==> config.mk <==
export PLATFORM = sky130hd
export DESIGN_NAME = mem_align_unit
export DESIGN_NICKNAME = d
export VERILOG_FILES = /design/src/rtl/mem_align_unit.sv
export SDC_FILE = /design/constraint.sdc
export NUM_CORES = 1
export LEC_CHECK = 0
export ABC_AREA = 1
export ABC_CLOCK_PERIOD_IN_PS = 1390
export CAP_MARGIN = 5
export CELL_PAD_IN_SITES_DETAIL_PLACEMENT = 1
export CELL_PAD_IN_SITES_GLOBAL_PLACEMENT = 2
export CORE_MARGIN = 2
export CORE_UTILIZATION = 20
export DETAILED_ROUTE_END_ITERATION = 6
export GPL_ROUTABILITY_DRIVEN = 0
export GPL_TIMING_DRIVEN = 0
export PLACE_DENSITY_LB_ADDON = 0.1
export SLEW_MARGIN = 5
export SYNTH_ARGS = -nofsm -noshare
export SYNTH_HDL_FRONTEND = slang
export SYNTH_SLANG_ARGS = --single-unit
==> constraint.sdc <==
create_clock -name clk -period 1.39 [get_ports clk]
set_input_delay 0.139 -clock clk [delete_from_list [all_inputs] [get_ports clk]]
set_output_delay 0.139 -clock clk [all_outputs]
set_load 0.02 [all_outputs]
==> src/rtl/mem_align_unit.sv <==
// Load/store alignment unit between the MEM stage and a synchronous data memory.
// Builds byte enables and lane-replicated store data, and extends load data back to 32 bits.
module mem_align_unit #(
    parameter int MEM_LATENCY = 1
) (
    input  logic        clk,
    input  logic        reset,
    input  logic        req_valid,
    input  logic        req_we,
    input  logic [1:0]  req_size,
    input  logic        req_signed,
    input  logic [31:0] req_addr,
    input  logic [31:0] req_wdata,
    output logic        stall,
    output logic        resp_valid,
    output logic [31:0] resp_rdata,
    output logic        addr_exc,
    output logic        mem_en,
    output logic        mem_we,
    output logic [31:0] mem_addr,
    output logic [3:0]  mem_be,
    output logic [31:0] mem_wdata,
    input  logic [31:0] mem_rdata
);

    typedef enum logic [1:0] {
        S_IDLE,
        S_ISSUE,
        S_WAIT,
        S_DONE
    } state_t;

    localparam logic [1:0] LAST_CNT = 2'(MEM_LATENCY - 1);

    state_t      state_q, state_d;
    logic        we_q, we_d;
    logic [1:0]  size_q, size_d;
    logic        signed_q, signed_d;
    logic [1:0]  lane_q, lane_d;
    logic [1:0]  cnt_q, cnt_d;
    logic        mem_en_q, mem_en_d;
    logic        mem_we_q, mem_we_d;
    logic [31:0] mem_addr_q, mem_addr_d;
    logic [3:0]  mem_be_q, mem_be_d;
    logic [31:0] mem_wdata_q, mem_wdata_d;
    logic        resp_valid_q, resp_valid_d;
    logic [31:0] resp_rdata_q, resp_rdata_d;
    logic        addr_exc_q, addr_exc_d;

    logic        misaligned;
    logic [7:0]  ld_byte;
    logic [15:0] ld_half;
    logic [31:0] ld_data;

    always_comb begin
        misaligned = 1'b0;
        case (req_size)
            2'd0:    misaligned = 1'b0;
            2'd1:    misaligned = req_addr[0];
            2'd2:    misaligned = (req_addr[1:0] != 2'b00);
            default: misaligned = 1'b1;
        endcase
    end

    // Lane select and extension use the captured request, not the live req_* inputs.
    always_comb begin
        ld_byte = mem_rdata[7:0];
        case (lane_q)
            2'd0:    ld_byte = mem_rdata[7:0];
            2'd1:    ld_byte = mem_rdata[15:8];
            2'd2:    ld_byte = mem_rdata[23:16];
            default: ld_byte = mem_rdata[31:24];
        endcase
        ld_half = lane_q[1] ? mem_rdata[31:16] : mem_rdata[15:0];
        case (size_q)
            2'd0:    ld_data = {{24{signed_q & ld_byte[7]}}, ld_byte};
            2'd1:    ld_data = {{16{signed_q & ld_half[15]}}, ld_half};
            default: ld_data = mem_rdata;
        endcase
    end

    always_comb begin
        state_d      = state_q;
        we_d         = we_q;
        size_d       = size_q;
        signed_d     = signed_q;
        lane_d       = lane_q;
        cnt_d        = cnt_q;
        mem_en_d     = 1'b0;
        mem_we_d     = 1'b0;
        mem_addr_d   = mem_addr_q;
        mem_be_d     = mem_be_q;
        mem_wdata_d  = mem_wdata_q;
        resp_valid_d = 1'b0;
        resp_rdata_d = 32'h0;
        addr_exc_d   = 1'b0;

        case (state_q)
            S_IDLE: begin
                if (req_valid) begin
                    we_d     = req_we;
                    size_d   = req_size;
                    signed_d = req_signed;
                    lane_d   = req_addr[1:0];
                    if (misaligned) begin
                        state_d      = S_DONE;
                        resp_valid_d = 1'b1;
                        addr_exc_d   = 1'b1;
                    end else begin
                        state_d    = S_ISSUE;
                        mem_en_d   = 1'b1;
                        mem_we_d   = req_we;
                        mem_addr_d = {req_addr[31:2], 2'b00};
                        if (!req_we) begin
                            mem_be_d    = 4'b1111;
                            mem_wdata_d = req_wdata;
                        end else begin
                            case (req_size)
                                2'd0: begin
                                    mem_be_d    = 4'b0001 << req_addr[1:0];
                                    mem_wdata_d = {4{req_wdata[7:0]}};
                                end
                                2'd1: begin
                                    mem_be_d    = req_addr[1] ? 4'b1100 : 4'b0011;
                                    mem_wdata_d = {2{req_wdata[15:0]}};
                                end
                                default: begin
                                    mem_be_d    = 4'b1111;
                                    mem_wdata_d = req_wdata;
                                end
                            endcase
                        end
                    end
                end
            end
            S_ISSUE: begin
                cnt_d = 2'd0;
                if (we_q) begin
                    state_d      = S_DONE;
                    resp_valid_d = 1'b1;
                end else begin
                    state_d = S_WAIT;
                end
            end
            S_WAIT: begin
                if (cnt_q == LAST_CNT) begin
                    state_d      = S_DONE;
                    resp_valid_d = 1'b1;
                    resp_rdata_d = ld_data;
                end else begin
                    cnt_d = cnt_q + 2'd1;
                end
            end
            default: begin
                state_d = S_IDLE;
            end
        endcase
    end

    always_ff @(posedge clk) begin
        if (reset) begin
            state_q      <= S_IDLE;
            we_q         <= 1'b0;
            size_q       <= 2'd0;
            signed_q     <= 1'b0;
            lane_q       <= 2'd0;
            cnt_q        <= 2'd0;
            mem_en_q     <= 1'b0;
            mem_we_q     <= 1'b0;
            mem_addr_q   <= 32'h0;
            mem_be_q     <= 4'h0;
            mem_wdata_q  <= 32'h0;
            resp_valid_q <= 1'b0;
            resp_rdata_q <= 32'h0;
            addr_exc_q   <= 1'b0;
        end else begin
            state_q      <= state_d;
            we_q         <= we_d;
            size_q       <= size_d;
            signed_q     <= signed_d;
            lane_q       <= lane_d;
            cnt_q        <= cnt_d;
            mem_en_q     <= mem_en_d;
            mem_we_q     <= mem_we_d;
            mem_addr_q   <= mem_addr_d;
            mem_be_q     <= mem_be_d;
            mem_wdata_q  <= mem_wdata_d;
            resp_valid_q <= resp_valid_d;
            resp_rdata_q <= resp_rdata_d;
            addr_exc_q   <= addr_exc_d;
        end
    end

    assign stall      = req_valid && (state_q != S_DONE);
    assign resp_valid = resp_valid_q;
    assign resp_rdata = resp_rdata_q;
    assign addr_exc   = addr_exc_q;
    assign mem_en     = mem_en_q;
    assign mem_we     = mem_we_q;
    assign mem_addr   = mem_addr_q;
    assign mem_be     = mem_be_q;
    assign mem_wdata  = mem_wdata_q;

endmodule

==> results of run 1 <==
per-stage QoR:
step / instance area [um^2] / utilization, % / std cells / setup WS [ns]
floorplan: 4980 / - / 717 / 0.00143
global placement: 7430 / 30.6 / 1246 / -0.897
detailed placement: 7430 / 30.6 / 1246 / -0.886
CTS: 8260 / 34.0 / 1290 / -0.0672
global route: 8810 / 36.2 / 1300 / -0.105
finish: 8810 / 36.2 / 1300 / -0.0673
synthesized netlist by cell type:
| master | number | area [um^2] |
|---|---|---|
| buf_6 | 4 | 45.0 |
| inv_1 | 64 | 240 |
| clkbuf_1 | 14 | 52.6 |
| dfxtp_1 | 112 | 2240 |
| a21oi_2 | 20 | 175 |
| or2_2 | 1 | 6.26 |
| nand4_1 | 2 | 12.5 |
| buf_2 | 14 | 70.1 |
| ha_1 | 5 | 62.6 |
| o21ai_0 | 39 | 195 |
| and2_1 | 1 | 6.26 |
| nand2_2 | 12 | 75.1 |
| o21ai_1 | 1 | 5.00 |
| buf_4 | 6 | 45.0 |
| a21oi_1 | 49 | 245 |
| a31oi_1 | 15 | 93.8 |
| nor3_1 | 1 | 5.00 |
| nand3_1 | 21 | 105 |
| nand2_1 | 290 | 1090 |
| conb_1 | 1 | 3.75 |
| nor2_1 | 33 | 124 |
| nor2_2 | 1 | 6.26 |
| inv_2 | 4 | 15.0 |
| o22ai_1 | 1 | 6.26 |
| buf_1 | 2 | 7.51 |
| nor3b_2 | 1 | 12.5 |
| nor2_4 | 2 | 22.5 |
layout make-up:
class | count | area [um^2] | area share, %
buffer | 38 | 375 | 4.26
clock buffer | 9 | 225 | 2.56
clock inverter | 7 | 52.6 | 0.597
inverter | 68 | 283 | 3.21
multi-input combinational | 497 | 2790 | 31.7
sequential | 112 | 2250 | 25.5
tap | 324 | 405 | 4.60
timing repair buffer | 245 | 2430 | 27.6
power by group through the flow:
stage	Combinational, mW	Sequential, mW	Clock [mW]
after global placement	3.65	3.87	0
final	4.89	3.82	2.59
after CTS	4.37	3.81	2.73
after floorplan	1.67	4.22	0
after global routing	5.32	3.87	2.85
after detailed placement	3.65	3.86	0
cells in the final DEF (no fill, tap or decap), types with 3 or more instances in the layout:
cell type / n
a21oi_1: 28
a21oi_2: 41
a31oi_1: 8
a31oi_4: 7
buf_12: 7
buf_16: 4
buf_2: 3
buf_4: 29
buf_6: 10
buf_8: 8
clkbuf_16: 13
clkbuf_2: 9
clkdlybuf4s50_1: 99
dfxtp_1: 109
dlygate4sd2_1: 103
ha_2: 3
inv_1: 59
inv_2: 3
inv_4: 3
inv_6: 4
nand2_1: 249
nand2_2: 33
nand2_4: 19
nand3_1: 19
nor2_1: 21
nor2_4: 13
o21ai_0: 33
o21ai_1: 6
flip-flops by register name (all words and copies together), names as in the netlist:
name / flops
state_q: 2
mem_we: 1
mem_en: 1
we_q: 1
size_q: 2
lane_q: 2
cnt_q: 2
addr_exc: 1
mem_wdata: 32
signed_q: 1
resp_valid: 1
mem_addr: 30
resp_rdata: 32
mem_be: 4
critical path, delay by kind of cell, from the launching register on:
family | cells | cell delay [ns]
and+or+nand+nor | 3 | 0.20
DFF | 1 | 0.36
adders and majority gates | 1 | 0.16
AOI/OAI and AO/OA | 1 | 0.06
buffers and inverters | 5 | 0.54
repair_timing:
item                       in CTS  in global routing
setup buffers                  23                  8
cloned                          5                  5
setup endpoints to repair     210                108
pin swaps                      18                 30
resized for setup             220                115
worst paths after layout:
kind / slack, ns / end / cells after the start
worst min register to register: 0.47 / cnt_q[0] / 2
worst max register to register: -0.07 / mem_wdata[26] / 10
worst max-delay path: -0.07 / mem_wdata[26] / 10
worst min-delay path: 0.20 / lane_q[1] / 3
cells by family (layout without fill, tap and decap cells):
| kind of cell | after synthesis | count (layout) | synth area share, % |
|---|---|---|---|
| flops | 112 | 112 | 45.1 |
| fa+ha+maj | 5 | 5 | 1.26 |
| other cells | 1 | 2 | 0.0755 |
| buf+inv | 108 | 367 | 9.57 |
| compound gates | 125 | 125 | 14.5 |
| simple gates | 365 | 365 | 29.5 |
layer usage:
layer  track usage, %  up-vias  wire, um
li1                 -     2749         -
met1             18.7     2525      8730
met2             27.5      134     10400
met3             5.60       16      1500
met4             3.90        0       336
met5                0        -         0
==> metrics.md, run 1 <==
| Metric | Value |
|---|---|
| Crit path max fanout | `5` |
| Critical path arrival | `roughly 1.7 ns` |
| Root Driver | `clkbuf_16` |
| Initial core utilization | `about a fifth` |
| Synth cell types | `27` |
| Failing checks | `setup timing` |
| # setup viols final | `49` |
| Synthesized area per cell | `6.94 um^2` |
| Switch share | `a little under two fifths` |
| Hold WS | `0.199 ns` |
| Cell row count | `57` |
| Leak Pwr | `roughly 4.1 nW` |
| Die area | `26100 um^2` |
| Max frequency | `0.686 GHz` |
| Vias in the first global route | `5727` |
| Post-layout min period | `1.46 ns` |
| CP max stage cell | `dfxtp_4` |
| Cell Chain, Critical Path | `inv_4 > ha_4 > nand2_4 > inv_4 > nand2_8 > buf_6 > buf_6 > buf_8 > nand2_1 > a21oi_1` |
| Residual DRC | `0` |
| Crit path from | `state_q[0]` |
| P_int | `approximately 7 mW` |
| 1st-iter DRT viols | `148` |
| Via Count | `between 5000 and 6000` |
| CTS buffer count | `9` |
| First-pass GRT wire length | `31.8 mm` |
| Hold Path Origin | `req_addr[1]` |
| Outcome | `finished with violations` |
| Io pins | `between 200 and 250` |
| Critical path class | `reg -> reg` |
| Syn. warnings | `0` |
| Psw | `4.28 mW` |
| Initial antenna violation count | `1` |
| Final WL | `21.0 mm` |
| DP HPWL | `15.2 mm` |
| Period utilisation layout | `105%` |
| Cell area after synthesis | `a little under 5000 um^2` |
| Largest net degree at the start of global routing | `20` |
| Setup_tns | `-1.18 ns` |
| Max cap viols | `0` |
| Die extent in y | `about 160 um` |
| Layout cells sized above 1 | `23.6%` |
| GR Overflow Total | `0` |
| RSZ-0062 raised after global routing | `yes` |
| CTS tree | `yes` |
| Drt pass-1 iters | `4` |
| Core area | `24300 um^2` |
| Clk buf depth | `2` |
| Seq pwr share | `33.8%` |
| Clock share of power | `22.9%` |
| Reg2reg start | `state_q[0]` |
| Antenna Nets Post-Route | `0` |
| Hold WC Path Type | `in -> reg` |
| Number of H-tree levels | `3` |
| Pwr Density | `1280 nW/um^2` |
| GR Util All Layers | `15.8%` |
| Critical path capture point type | `flop` |
| Clock Pin Slew Worst Setup and Hold Paths | `0.08 ns` |
| Overall Power | `11.3 mW` |
| Area Overhead vs Synth | `77.3%` |
| Vias per inst | `between 4 and 5` |
| Clk_lat worst skew | `0.36 ns` |
| Clock Skews | `0.00791 ns` |
| Die W | `around 160 um` |
| Final WS setup | `-0.0673 ns` |
| Startpoint type of the worst setup path | `flop` |
| Comb pwr share | `43.3%` |
| Fillers | `2933` |
| Data required, critical path | `1.63 ns` |
| #FFs+latches synth | `112` |
| CTS Sinks | `112` |
| WL/cell | `about 16 um` |
| Cts hold-fix bufs | `0` |
| Normalized max-slew margin | `51.4%` |
| Worst vdd ir | `roughly 0.00065 V` |
| Sequential fraction of the synthesis area | `45.1%` |
| Final Max Tran Viols | `0` |
| Critical path's largest stage delay | `about 0.36 ns` |
| Final hold vios | `0` |
| Port Buffers | `205` |
| Worst-margin pin slew | `0.729 ns` |
| Syn Inst Count | `716` |
| Antenna cells | `0` |
| Nets@finish | `about 1100` |
Power figures use the tool's default switching activity.
==> run 2, diff against run 1 <==
--- a/config.mk
+++ b/config.mk
@@ -10,7 +10,6 @@
 export CAP_MARGIN = 5
 export CELL_PAD_IN_SITES_DETAIL_PLACEMENT = 1
 export CELL_PAD_IN_SITES_GLOBAL_PLACEMENT = 2
-export CORE_MARGIN = 2
 export CORE_UTILIZATION = 20
 export DETAILED_ROUTE_END_ITERATION = 6
 export GPL_ROUTABILITY_DRIVEN = 0
==> run 2 against run 1 <==
The run still ends with setup timing left. Global-route usage down 0.21 points. Clock power is 9.7% higher. Die area shrank 2.5%. Largest cell class is now multi-input combinational cells. Highest routed layer is now met5.
==> metrics.md, run 2 (synthesis results as in run 1) <==
| Metric | Value |
|---|---|
| Multi-input gate area | `2690 um^2 (was 2790 um^2)` |
| Startpoint type of the worst setup path | `flop (unchanged)` |
| Core area | `24300 um^2 (unchanged)` |
| Antenna cells | `0 (unchanged)` |
| Die extent in y | `160 um (was 162 um)` |
| Clock Skews | `0.0145 ns (was 0.00791 ns)` |
| Most frequent cells in the layout | `255 x nand2_1, 109 x dfxtp_1, 103 x dlygate4sd2_1, 101 x clkdlybuf4s50_1, 59 x inv_1 (was 249 x nand2_1, 109 x dfxtp_1, 103 x dlygate4sd2_1, 99 x clkdlybuf4s50_1, 59 x inv_1)` |
| Antenna Nets Post-Route | `0 (unchanged)` |
| Port Buffers | `205 (unchanged)` |
| Final Max Tran Viols | `0 (unchanged)` |
| GR Util met1 | `18.2% (was 18.7%)` |
| Critical path arrival | `1.69 ns (was 1.70 ns)` |
| Worst vdd ir | `0.000699 V (was 0.000648 V)` |
| Pwr Density | `1290 nW/um^2 (was 1280 nW/um^2)` |
| Via Count | `5377 (was 5424)` |
| Sequential Area | `2250 um^2 (about the same)` |
| Number of H-tree levels | `3 (unchanged)` |
| Die area | `25500 um^2 (was 26100 um^2)` |
| Data required, critical path | `1.63 ns (about the same)` |
| Io pins | `208 (unchanged)` |
| WL/cell | `15.5 um (was 16.1 um)` |
| Drt pass-1 iters | `4 (unchanged)` |
| Vias in the first global route | `5665 (was 5727)` |
| Cts hold-fix bufs | `0 (unchanged)` |
| GR Overflow Total | `0 (unchanged)` |
| Fillers | `2966 (was 2933)` |
| Critical path's largest stage delay | `0.38 ns (was 0.36 ns)` |
| Clock Pin Slew Worst Setup and Hold Paths | `0.09 ns (was 0.08 ns)` |
| Cell count after placement | `1246 (unchanged)` |
| Post-layout min period | `1.46 ns (about the same)` |
| Cell row count | `57 (unchanged)` |
| Outcome | `finished with violations (unchanged)` |
| Layout cells sized above 1 | `20.9% (was 23.6%)` |
| Clk_lat worst skew | `0.36 ns (about the same)` |
| Area Overhead vs Synth | `72.2% (was 77.3%)` |
| Vias per inst | `4.18 (was 4.17)` |
| Die W | `160 um (was 162 um)` |
| Largest net degree at the start of global routing | `21 (was 20)` |
| First-pass GRT wire length | `30.9 mm (was 31.8 mm)` |
| Final WS setup | `-0.0676 ns (was -0.0673 ns)` |
| Met3 usage | `4.75% (was 5.60%)` |
| Hold WC Path Type | `in -> reg (unchanged)` |
| Failing checks | `setup timing (unchanged)` |
| Root Driver | `clkbuf_16 (unchanged)` |
| Max frequency | `0.686 GHz (about the same)` |
| Final WL | `19.9 mm (was 21.0 mm)` |
| Most common cell after layout, fill and taps aside | `nand2_1 (unchanged)` |
| Crit path from | `state_q[0] (unchanged)` |
| RSZ-0062 raised after global routing | `yes (unchanged)` |
| CTS Sinks | `112 (unchanged)` |
| Worst-margin pin slew | `0.700 ns (was 0.729 ns)` |
| Period utilisation layout | `105% (about the same)` |
| Hold Path Origin | `req_addr[10] (was req_addr[1])` |
| 1st-iter DRT viols | `206 (was 148)` |
| CTS tree | `yes (unchanged)` |
| Final hold vios | `0 (unchanged)` |
| Reg2reg start | `state_q[0] (unchanged)` |
| GR Util All Layers | `15.6% (was 15.8%)` |
| Critical path class | `reg -> reg (unchanged)` |
| DP HPWL | `14.9 mm (was 15.2 mm)` |
| Cell Chain, Critical Path | `inv_4 > ha_4 > nand2_4 > inv_4 > nand2_8 > inv_8 > buf_12 > buf_12 > buf_8 > nand2_2 > a21oi_2 (was inv_4 > ha_4 > nand2_4 > inv_4 > nand2_8 > buf_6 > buf_6 > buf_8 > nand2_1 > a21oi_1)` |
| Overall Power | `11.1 mW (was 11.3 mW)` |
| Initial antenna violation count | `1 (unchanged)` |
| Layout Cells excl Fill | `1287 (was 1300)` |
| CTS buffer count | `9 (unchanged)` |
| Initial core utilization | `20.4% (unchanged)` |
| Most Crowded Layer GR | `met2 (unchanged)` |
| Max cap viols | `0 (unchanged)` |
| CP max stage cell | `dfxtp_4 (unchanged)` |
| Leak Pwr | `4.09 nW (was 4.13 nW)` |
| Nets@finish | `1066 (was 1079)` |
| Grt met2 use | `27.3% (was 27.5%)` |
| # setup viols final | `12 (was 49)` |
| Critical path capture point type | `flop (unchanged)` |
| Residual DRC | `0 (unchanged)` |
| Crit path max fanout | `5 (unchanged)` |
| Clk buf depth | `2 (unchanged)` |
| Normalized max-slew margin | `53.4% (was 51.4%)` |
run 2: cell types whose count changed in the layout (fill, tap and decap cells not counted), moves of 4 or more:
cell	previous run	this run
buf_4	29	21
nand2_2	33	20
a31oi_4	7	3
nor2_2	2	6
nor2_4	13	5
nand2_1	249	255
a31oi_1	8	12
nand2_4	19	26
buf_6	10	5
nor2_1	21	25
run 2: worst paths after layout:
kind / endpoint / depth (start not counted) / slack [ns]
worst min register to register: mem_addr[7] / 2 / 0.47
worst min-delay path: mem_addr[10] / 3 / 0.32
worst max-delay path: mem_addr[15] / 11 / -0.07
worst max register to register: mem_addr[15] / 11 / -0.07
run 2: area by class of cell:
type | instances | share of cell area, %
repair buffers | 230 | 26.1
clock buffers | 9 | 2.63
clock inverters | 7 | 1.01
multi-input cells | 497 | 31.4
flip-flops and latches | 112 | 26.3
inverters | 68 | 3.22
plain buffers | 40 | 4.61
well taps | 324 | 4.74
run 2: critical path, delay by kind of cell (launching register included):
family,cells,cell delay [ns]
AND/OR/NAND/NOR,3,0.21
adder cells (fa/ha/maj),1,0.17
flip-flops,1,0.38
AO/OA/AOI/OAI,1,0.04
buffers and inverters,6,0.53
run 2: report_power, final:
part / switching (mW) / leakage (nW) / total (mW) / internal (mW)
Clock: 1.39 / 0.151 / 2.84 / 1.45
Sequential: 0.200 / 0.913 / 3.80 / 3.60
Combinational: 2.52 / 3.03 / 4.44 / 1.92
Total: 4.10 / 4.09 / 11.1 / 6.97
run 2: stage by stage:
step	util [%]	cell area (um^2)	TNS [ns]	setup slack (ns)	hold slack [ns]
floorplan	-	4980	0	0.00143	0.275
global placement	30.6	7430	-62.88	-0.894	0.452
detailed placement	30.6	7430	-61.85	-0.850	0.459
CTS	33.3	8090	-0.778	-0.0904	0.304
global route	35.2	8560	-4.01	-0.128	0.319
finish	35.2	8560	-0.595	-0.0676	0.322
run 2: per-layer routing:
| metal | up-vias | wire [um] | share of wire (%) |
|---|---|---|---|
| met5 | - | 12 | 0.060 |
| met4 | 2 | 379 | 1.9 |
| met3 | 23 | 1340 | 6.7 |
| met2 | 145 | 9790 | 49 |
| met1 | 2486 | 8420 | 42 |
| li1 | 2721 | - | - |
run 2: what timing repair did:
item / CTS / global route
endpoints found under the setup margin: 211 / 108
gates resized for setup: 184 / 116
cloned: 2 / 2
setup buffers: 16 / 6
pin swaps: 5 / 28
